==> src/rtl/alu_pkg.sv <==
// alu_pkg: op/state encodings and 1-bit slice control decode shared by the serial ALU
package alu_pkg;
    localparam logic [2:0] OP_AND = 3'b000;
    localparam logic [2:0] OP_OR  = 3'b001;
    localparam logic [2:0] OP_ADD = 3'b010;
    localparam logic [2:0] OP_SUB = 3'b011;
    localparam logic [2:0] OP_NOR = 3'b100;
    localparam logic [2:0] OP_SLT = 3'b101;
    localparam logic [1:0] SEL_AND = 2'd0;
    localparam logic [1:0] SEL_OR  = 2'd1;
    localparam logic [1:0] SEL_SUM = 2'd2;
    typedef enum logic [1:0] {ST_IDLE = 2'd0, ST_RUN = 2'd1, ST_FIN = 2'd2} state_t;
    typedef struct packed {
        logic       ainv;
        logic       binv;
        logic       cin;
        logic [1:0] sel;
    } ctl_t;
    function automatic ctl_t decode(input logic [2:0] op);
        ctl_t c;
        c.ainv = op == OP_NOR;
        c.binv = op inside {OP_SUB, OP_SLT, OP_NOR};
        c.cin  = op inside {OP_SUB, OP_SLT};
        c.sel  = op == OP_OR ? SEL_OR : op inside {OP_ADD, OP_SUB, OP_SLT} ? SEL_SUM : SEL_AND;
        return c;
    endfunction
endpackage

==> src/rtl/alu_slice.sv <==
// alu_slice: combinational 1-bit ALU slice (AND/OR/full-add with operand inversion)
module alu_slice
    import alu_pkg::*;
(
    input  logic       a,
    input  logic       b,
    input  logic       ainv,
    input  logic       binv,
    input  logic       cin,
    input  logic [1:0] sel,
    output logic       res,
    output logic       cout
);
    logic aa, bb;
    always_comb begin
        aa   = a ^ ainv;
        bb   = b ^ binv;
        cout = (aa & bb) | (aa & cin) | (bb & cin);
        res  = sel == SEL_AND ? aa & bb : sel == SEL_OR ? aa | bb : aa ^ bb ^ cin;
    end
endmodule

==> src/rtl/alu_serial.sv <==
// alu_serial: bit-serial ALU, one bit per clock through a single alu_slice, done pulse on completion
module alu_serial
    import alu_pkg::*;
#(
    parameter int WIDTH = 8
) (
    input  logic             clk,
    input  logic             rst,
    input  logic             start,
    input  logic [2:0]       op,
    input  logic [WIDTH-1:0] a,
    input  logic [WIDTH-1:0] b,
    output logic             busy,
    output logic             done,
    output logic [WIDTH-1:0] result,
    output logic             carry_out,
    output logic             overflow,
    output logic             zero,
    output logic             illegal_op
);
    localparam int CNT_W = $clog2(WIDTH);
    state_t state, state_n;
    ctl_t dec;
    logic [CNT_W-1:0] cnt;
    logic [WIDTH-1:0] ra, rb, sh, fin_res;
    logic [2:0] op_r;
    logic [1:0] sel_r;
    logic ainv_r, binv_r, carry, ovf, s_res, s_cout, last, arith, illegal;

    alu_slice u_slice (
        .a(ra[0]), .b(rb[0]), .ainv(ainv_r), .binv(binv_r), .cin(carry), .sel(sel_r),
        .res(s_res), .cout(s_cout)
    );

    assign dec = decode(op);
    assign busy = state != ST_IDLE;
    assign last = cnt == CNT_W'(WIDTH - 1);
    assign arith = op_r inside {OP_ADD, OP_SUB, OP_SLT};
    assign illegal = op_r inside {3'b110, 3'b111};
    // SLT reports the true signed less-than: sign of a-b corrected by overflow
    assign fin_res = illegal ? '0 : op_r == OP_SLT ? {{(WIDTH-1){1'b0}}, sh[WIDTH-1] ^ ovf} : sh;

    always_comb begin
        state_n = state == ST_IDLE ? (start ? ST_RUN : ST_IDLE) :
                  state == ST_RUN  ? (last ? ST_FIN : ST_RUN) : ST_IDLE;
    end

    always_ff @(posedge clk) begin
        if (rst) state <= ST_IDLE;
        else     state <= state_n;
    end

    always_ff @(posedge clk) begin
        if (rst) begin
            cnt <= '0;
            ra <= '0;
            rb <= '0;
            sh <= '0;
            op_r <= '0;
            ainv_r <= 1'b0;
            binv_r <= 1'b0;
            sel_r <= '0;
            carry <= 1'b0;
            ovf <= 1'b0;
            done <= 1'b0;
            result <= '0;
            carry_out <= 1'b0;
            overflow <= 1'b0;
            zero <= 1'b0;
            illegal_op <= 1'b0;
        end else begin
            done <= 1'b0;
            if (state == ST_IDLE && start) begin
                ra <= a;
                rb <= b;
                op_r <= op;
                ainv_r <= dec.ainv;
                binv_r <= dec.binv;
                sel_r <= dec.sel;
                carry <= dec.cin;
                cnt <= '0;
            end
            if (state == ST_RUN) begin
                sh <= {s_res, sh[WIDTH-1:1]};
                ra <= ra >> 1;
                rb <= rb >> 1;
                carry <= s_cout;
                cnt <= cnt + CNT_W'(1);
                if (last) ovf <= carry ^ s_cout;
            end
            if (state == ST_FIN) begin
                result <= fin_res;
                carry_out <= arith & carry;
                overflow <= arith & ovf;
                zero <= fin_res == '0;
                illegal_op <= illegal;
                done <= 1'b1;
            end
        end
    end
endmodule

==> config.mk <==
export PLATFORM = sky130hd
export DESIGN_NAME = alu_serial
export DESIGN_NICKNAME = d
export VERILOG_FILES = /design/src/rtl/alu_pkg.sv /design/src/rtl/alu_slice.sv /design/src/rtl/alu_serial.sv
export SDC_FILE = /design/constraint.sdc
export NUM_CORES = 1
export LEC_CHECK = 0
export BUFFER_PORTS_ARGS = -buffer_cell sky130_fd_sc_hd__buf_2
export CAP_MARGIN = 25
export CORE_UTILIZATION = 50
export CTS_CLUSTER_DIAMETER = 150
export DETAILED_ROUTE_END_ITERATION = 8
export PLACE_DENSITY = 0.79
export SLEW_MARGIN = 20
export SYNTH_ARGS = -nofsm -noshare
export SYNTH_HDL_FRONTEND = slang
export SYNTH_SLANG_ARGS = --single-unit
==> constraint.sdc <==
create_clock -name clk -period 4 [get_ports clk]
set_input_delay 0.8 -clock clk [delete_from_list [all_inputs] [get_ports clk]]
set_output_delay 0.8 -clock clk [all_outputs]
set_load 0.02 [all_outputs]
==> results of run 1 <==
synthesized netlist by cell type (all sizes together) (2+ instances only):
cell,number
a311oi,17
a21oi,28
o211ai,2
nor3b,3
dfxtp,51
nor2,20
xor2,3
buf,3
nand2b,5
inv,3
ha,4
a211oi,2
nand2,66
nor3,2
nand3,12
nand3b,3
clkbuf,16
xnor2,2
nor2b,6
mux2i,2
state kept, by name, summed over array words and instances, names as in the netlist, 2 cells and up:
register  cells
sh            8
result        8
sel_r         2
rb            8
state         2
cnt           3
ra            8
op_r          3
logic make-up after synthesis:
logic type / after synthesis
DFF: 51
muxes: 2
buffers and inverters: 22
adders and majority gates: 5
and+or+nand+nor: 124
xor gates and xnor gates: 5
AOI/OAI and AO/OA: 54
worst max-delay path: stages:
cell,delay (ns)
buf_2,0.08
or3b_1,0.58
buf_4,0.28
or4b_1,0.46
a21oi_1,0.14
layer usage:
metal | part of all wire, % | wire [um] | vias up | global-route usage [%]
met3 | 3.5 | 144 | 5 | 5.743
met1 | 47 | 1944 | 830 | 24.07
li1 | - | - | 959 | -
met2 | 49 | 2023 | 36 | 36.88
met4 | 0.92 | 38 | 0 | 6.649
met5 | 0 | 0 | - | 0
area by class of cell:
class	instances	area, um^2
Fill cell	377	1644
Multi-Input combinational cell	190	1061
Sequential cell	51	1021
Timing Repair Buffer	38	197.7
Clock buffer	5	68.82
Tap cell	50	62.56
Clock inverter	3	20.02
Inverter	3	11.26
power by group:
part | switching, W | internal [W]
clock network | 0.000169 | 0.000122
registers | 0.0000164 | 0.000530
logic | 0.0000665 | 0.0000440
through the flow:
| stage | hold WS (ns) | area, um^2 | utilization (%) | worst slack, ns |
|---|---|---|---|---|
| floorplan | 0.4399 | 2161 | - | 2.076 |
| global route | 0.4721 | 2442 | 59.77 | 1.789 |
| CTS | 0.4545 | 2440 | 59.71 | 1.891 |
| global placement | 0.4354 | 2351 | 57.53 | 1.584 |
| finish | 0.4524 | 2442 | 59.77 | 1.892 |
| detailed placement | 0.4413 | 2351 | 57.53 | 1.559 |
worst paths after layout:
path	end	slack, ns	depth (start not counted)
setup / recovery	sel_r[0]	1.89	5
hold / removal	illegal_op	0.45	2
setup reg to reg	sel_r[0]	2.02	4
hold reg to reg	illegal_op	0.45	2
==> flow_summary.ini, run 1 <==
[run_status]
status = complete, no violations

[critical_path]
crit_start = start
cp-start-kind = input pin
r2r-start = state[1]
cp_max_fo = 17
critical_path_class = in2reg
worst_ep_arrival_time_ns = 2.35
end_kind = flop
required_ns = 4.24

[grt]
grt_usage_pct = 20.89
globalRouteOverflowTotal = 0
antenna_found_initial = 0
grt_pass1_vias = 1631
grt_pass1_wl_um = 7134
grt_max_degree = 52

[sta]
setup_viol = 0
drv_slew = 0
tns_ns = 0
rsz0062_at_grt = no
worst_slew_pin_slew_ns = 0.8774
max_freq_ghz = 0.4744
skew_ns = 0.01015
period_share_pct = 52.70
post-route-min-period_ns = 2.108
hold_viol_final = 0
slew_headroom_pct = 41.51

[clock_tree]
postCtsSetupRepairBufs = 0
numCtsBuffers = 5
cts_num_sinks = 51
clk_path_buf_depth = 2
clk-insertion-delay-late_ns = 0.31
cts_tree = done
cts_resized = 0
clk_pin_slew_ns = 0.10
htreeDepth = 2
cts_hold_buf = 0
cts-root-buf = clkbuf_8

[logic_synthesis]
yosys-top-cells-area = dfxtp_1 (47%), nand2_1 (11%), a311oi_1 (6.9%)
synth-compound-area-share_pct = 16.56
syn_area_mm2 = 0.002161
synth_area_leader_cell = dfxtp_1
synthAdderAreaFrac_pct = 3.243
synth.distinct_cells = 33
ys_seq_elements = 51
synthArstFlopShare_pct = 0
yosysSeqAreaShare_pct = 47.25
synth_top_family_by_area = simple AND/OR/NAND/NOR gates
synth-xor-area-share_pct = 2.027
netlist_instances = 263
synth_nets = 290
synth_warnings = 0
synthMuxAreaShare_pct = 0.9265
ys.flop_type = dfxtp_1
avgSynthCellArea_um2 = 8.216
yosys.area.top_type_share_pct = 47.25
synth_edf_count = 0
synth-simple-area-share_pct = 26.00

[detailed_routing]
drc = 0
totalWireLength_um = 4149
ant_nets = 0
via_per_inst = 5.382
vias = 1830
drtIter0Drc = 136
wl_per_cell_um = 12.20
firstDrtPassIters = 4

[power_and_ir_drop]
power_density_mw_per_mm2 = 388.4
peakVddDrop_v = 0.0002222
leakage_nw = 0.9694
total_power_w = 0.0009486

[worst_hold_path]
hold_path_class = reg2reg
holdCritStartpoint = illegal_op

[cells_and_area]
syn2layout_area_growth_pct = 13.03
final_cell_mix = nand2_1 (66), dfxtp_1 (51), buf_2 (35)
final_layout_size_suffix_gt1_share_pct = 17.24
final_nets = 316
fin_cells = 340
insertedDiodeCount = 0
final_common_cell = nand2_1

[place]
place_congestion = 0.7522
dp_cells = 332
dp_hpwl_um = 2792
io_buffers = 35

[floorplanning]
rows = 23
die_h_um = 67.74
fp.dieW_um = 67.74
core_mm2 = 0.004086
initial_core_util_pct = 52.88
die_area_mm2 = 0.004589
num_io_pins = 36

[run]
cap_violations = 0
(Power assumes the default switching activity.)
==> run 2, diff against run 1 <==
--- a/config.mk
+++ b/config.mk
@@ -10,7 +10,7 @@
 export CORE_UTILIZATION = 50
 export CTS_CLUSTER_DIAMETER = 150
 export DETAILED_ROUTE_END_ITERATION = 8
-export PLACE_DENSITY = 0.79
+export PLACE_DENSITY = 0.82
 export SLEW_MARGIN = 20
 export SYNTH_ARGS = -nofsm -noshare
 export SYNTH_HDL_FRONTEND = slang
==> constraint.sdc (replaced) <==
create_clock -name clk -period 1.8 [get_ports clk]
set_input_delay 0.36 -clock clk [delete_from_list [all_inputs] [get_ports clk]]
set_output_delay 0.36 -clock clk [all_outputs]
set_load 0.02 [all_outputs]
==> run 2 against run 1 <==
Cell count increased by 1.5%. Highest routed layer unchanged. Via count increased by 1.4%. Clock skew increased by 0.0052 ns. Clock power increased to 2.8 times the previous value. Critical endpoint is now sh[7]. Largest cell class unchanged.
==> flow_summary.ini, run 2 (synthesis gave the netlist of run 1 again) <==
[sta]
timing.hold.ws_ns = 0.2958
rsz0062_at_grt = no
tns_ns = 0
slew_headroom_pct = 64.11
skew_ns = 0.01532
post-route-min-period_ns = 1.577
drv_slew = 0
worst_slew_pin_slew_ns = 0.5384
setup_viol = 0
max_freq_ghz = 0.6343
hold_viol_final = 0
period_share_pct = 87.59

[clock_tree]
htreeDepth = 2
cts_hold_buf = 0
cts_tree = done
clk-insertion-delay-late_ns = 0.32
numCtsBuffers = 5
cts_num_sinks = 51
clk_path_buf_depth = 2
cts-root-buf = clkbuf_8
clk_pin_slew_ns = 0.09
postCtsSetupRepairBufs = 0
cts_resized = 0

[critical_path]
crit_buf_inv = 1
crit_path_top_delay_cell = dfxtp_1
reg2reg_depth = 6
timing.rr.end = sh[7]
critical-path-top-delay-family = compound AO/OA/AOI/OAI gates
crit_chain = xnor2_1 -> inv_1 -> ha_1 -> nor2b_1 -> o311ai_0 -> a21oi_1
cp_max_fo = 3
r2r-start = ra[0]
end_kind = flop
critical_path_class = reg2reg
regToRegSetupSlack_ns = 0.22
worst_ep_arrival_time_ns = 1.76
cp-start-kind = flop
required_ns = 1.99
max_stage_delay_ns = 0.34

[detailed_routing]
drc = 0
totalWireLength_um = 4318
wl_per_cell_um = 12.52
drtIter0Drc = 92
vias = 1856
via_per_inst = 5.380
firstDrtPassIters = 4
ant_nets = 0

[floorplanning]
num_io_pins = 36
initial_core_util_pct = 52.88
die_h_um = 67.74
fp.dieW_um = 67.74
core_mm2 = 0.004086
die_area_mm2 = 0.004589
rows = 23

[power_and_ir_drop]
switchingPower_w = 0.0005850
clkPwrFrac_pct = 35.4
p_seq_share_pct = 52.9
power_density_mw_per_mm2 = 903.9
netSwitchingFraction_pct = 25.47
peakVddDrop_v = 0.0008012
internal_power_w = 0.001712
leakage_nw = 1.022
comb_power_share_pct = 11.7

[cells_and_area]
final_nets = 321
insertedDiodeCount = 0
final_layout_size_suffix_gt1_share_pct = 18.31
final_util_pct = 62.19
syn2layout_area_growth_pct = 17.60
final_common_cell = nand2_1
final_cell_mix = nand2_1 (66), dfxtp_1 (51), buf_2 (35)

[grt]
grt_usage_pct = 21.45
grt_pass1_vias = 1679
antenna_found_initial = 0
grt_max_degree = 42
grt_pass1_wl_um = 7182
globalRouteOverflowTotal = 0

[place]
place_congestion = 0.7788
dp_hpwl_um = 2891
io_buffers = 35

[run]
cap_violations = 0

[worst_hold_path]
hold_path_class = in2reg
holdCritStartpoint = a[2]
hold_end = ra[2]
worstHoldPathCells = 3

[run_status]
status = complete, no violations
## run 2: through the flow
step | worst slack [ns] | cells | total power (W) | area, um^2
2_1_floorplan | 0.3113 | 263 | 0.001413 | 2161
3_3_place_gp | 0.2578 | 337 | 0.001499 | 2426
3_5_place_dp | 0.2195 | 337 | 0.001508 | 2426
4_1_cts | 0.1967 | 345 | 0.002315 | 2541
5_1_grt | 0.1312 | 345 | 0.002392 | 2541
6_report | 0.2235 | 345 | 0.002297 | 2541
## run 2: area by class of cell
type	instances	area [um^2]
clock buffer	5	68.82
clock inverter	3	46.29
fill	363	1545
inverter	3	11.26
multi-input combinational	190	1059
sequential	51	1021
tap	50	62.56
timing repair buffer	43	272.8
## run 2: worst min-delay path, delay by kind of cell
family	cells	cell delay, ns
AO/OA/AOI/OAI	1	0.07
buffers and inverters	1	0.09
AND/OR/NAND/NOR	1	0.04
## run 2: worst max path at each step
stage               startpoint       end  cells past startpoint
finish                   ra[0]     sh[7]                      6
global route             ra[0]     sh[7]                      6
CTS                      ra[0]     sh[7]                      6
detailed placement       ra[0]     sh[7]                      6
global placement         start    ainv_r                      5
floorplan             state[1]  sel_r[0]                      4
## run 2: power groups by stage
stage / sequential, W / combinational [W] / clock, W
2_1_floorplan: 0.00123 / 0.000182 / 0
3_3_place_gp: 0.00124 / 0.000260 / 0
3_5_place_dp: 0.00124 / 0.000268 / 0
4_1_cts: 0.00121 / 0.000270 / 0.000830
5_1_grt: 0.00122 / 0.000302 / 0.000868
6_report: 0.00121 / 0.000268 / 0.000814
## run 2: per-layer routing
layer,vias up,track usage (%),share of wire (%)
met5,-,0,0
met4,0,8.777,1.6
met3,5,7.264,4.7
met2,41,37.50,47
met1,843,23.43,47
li1,967,-,-
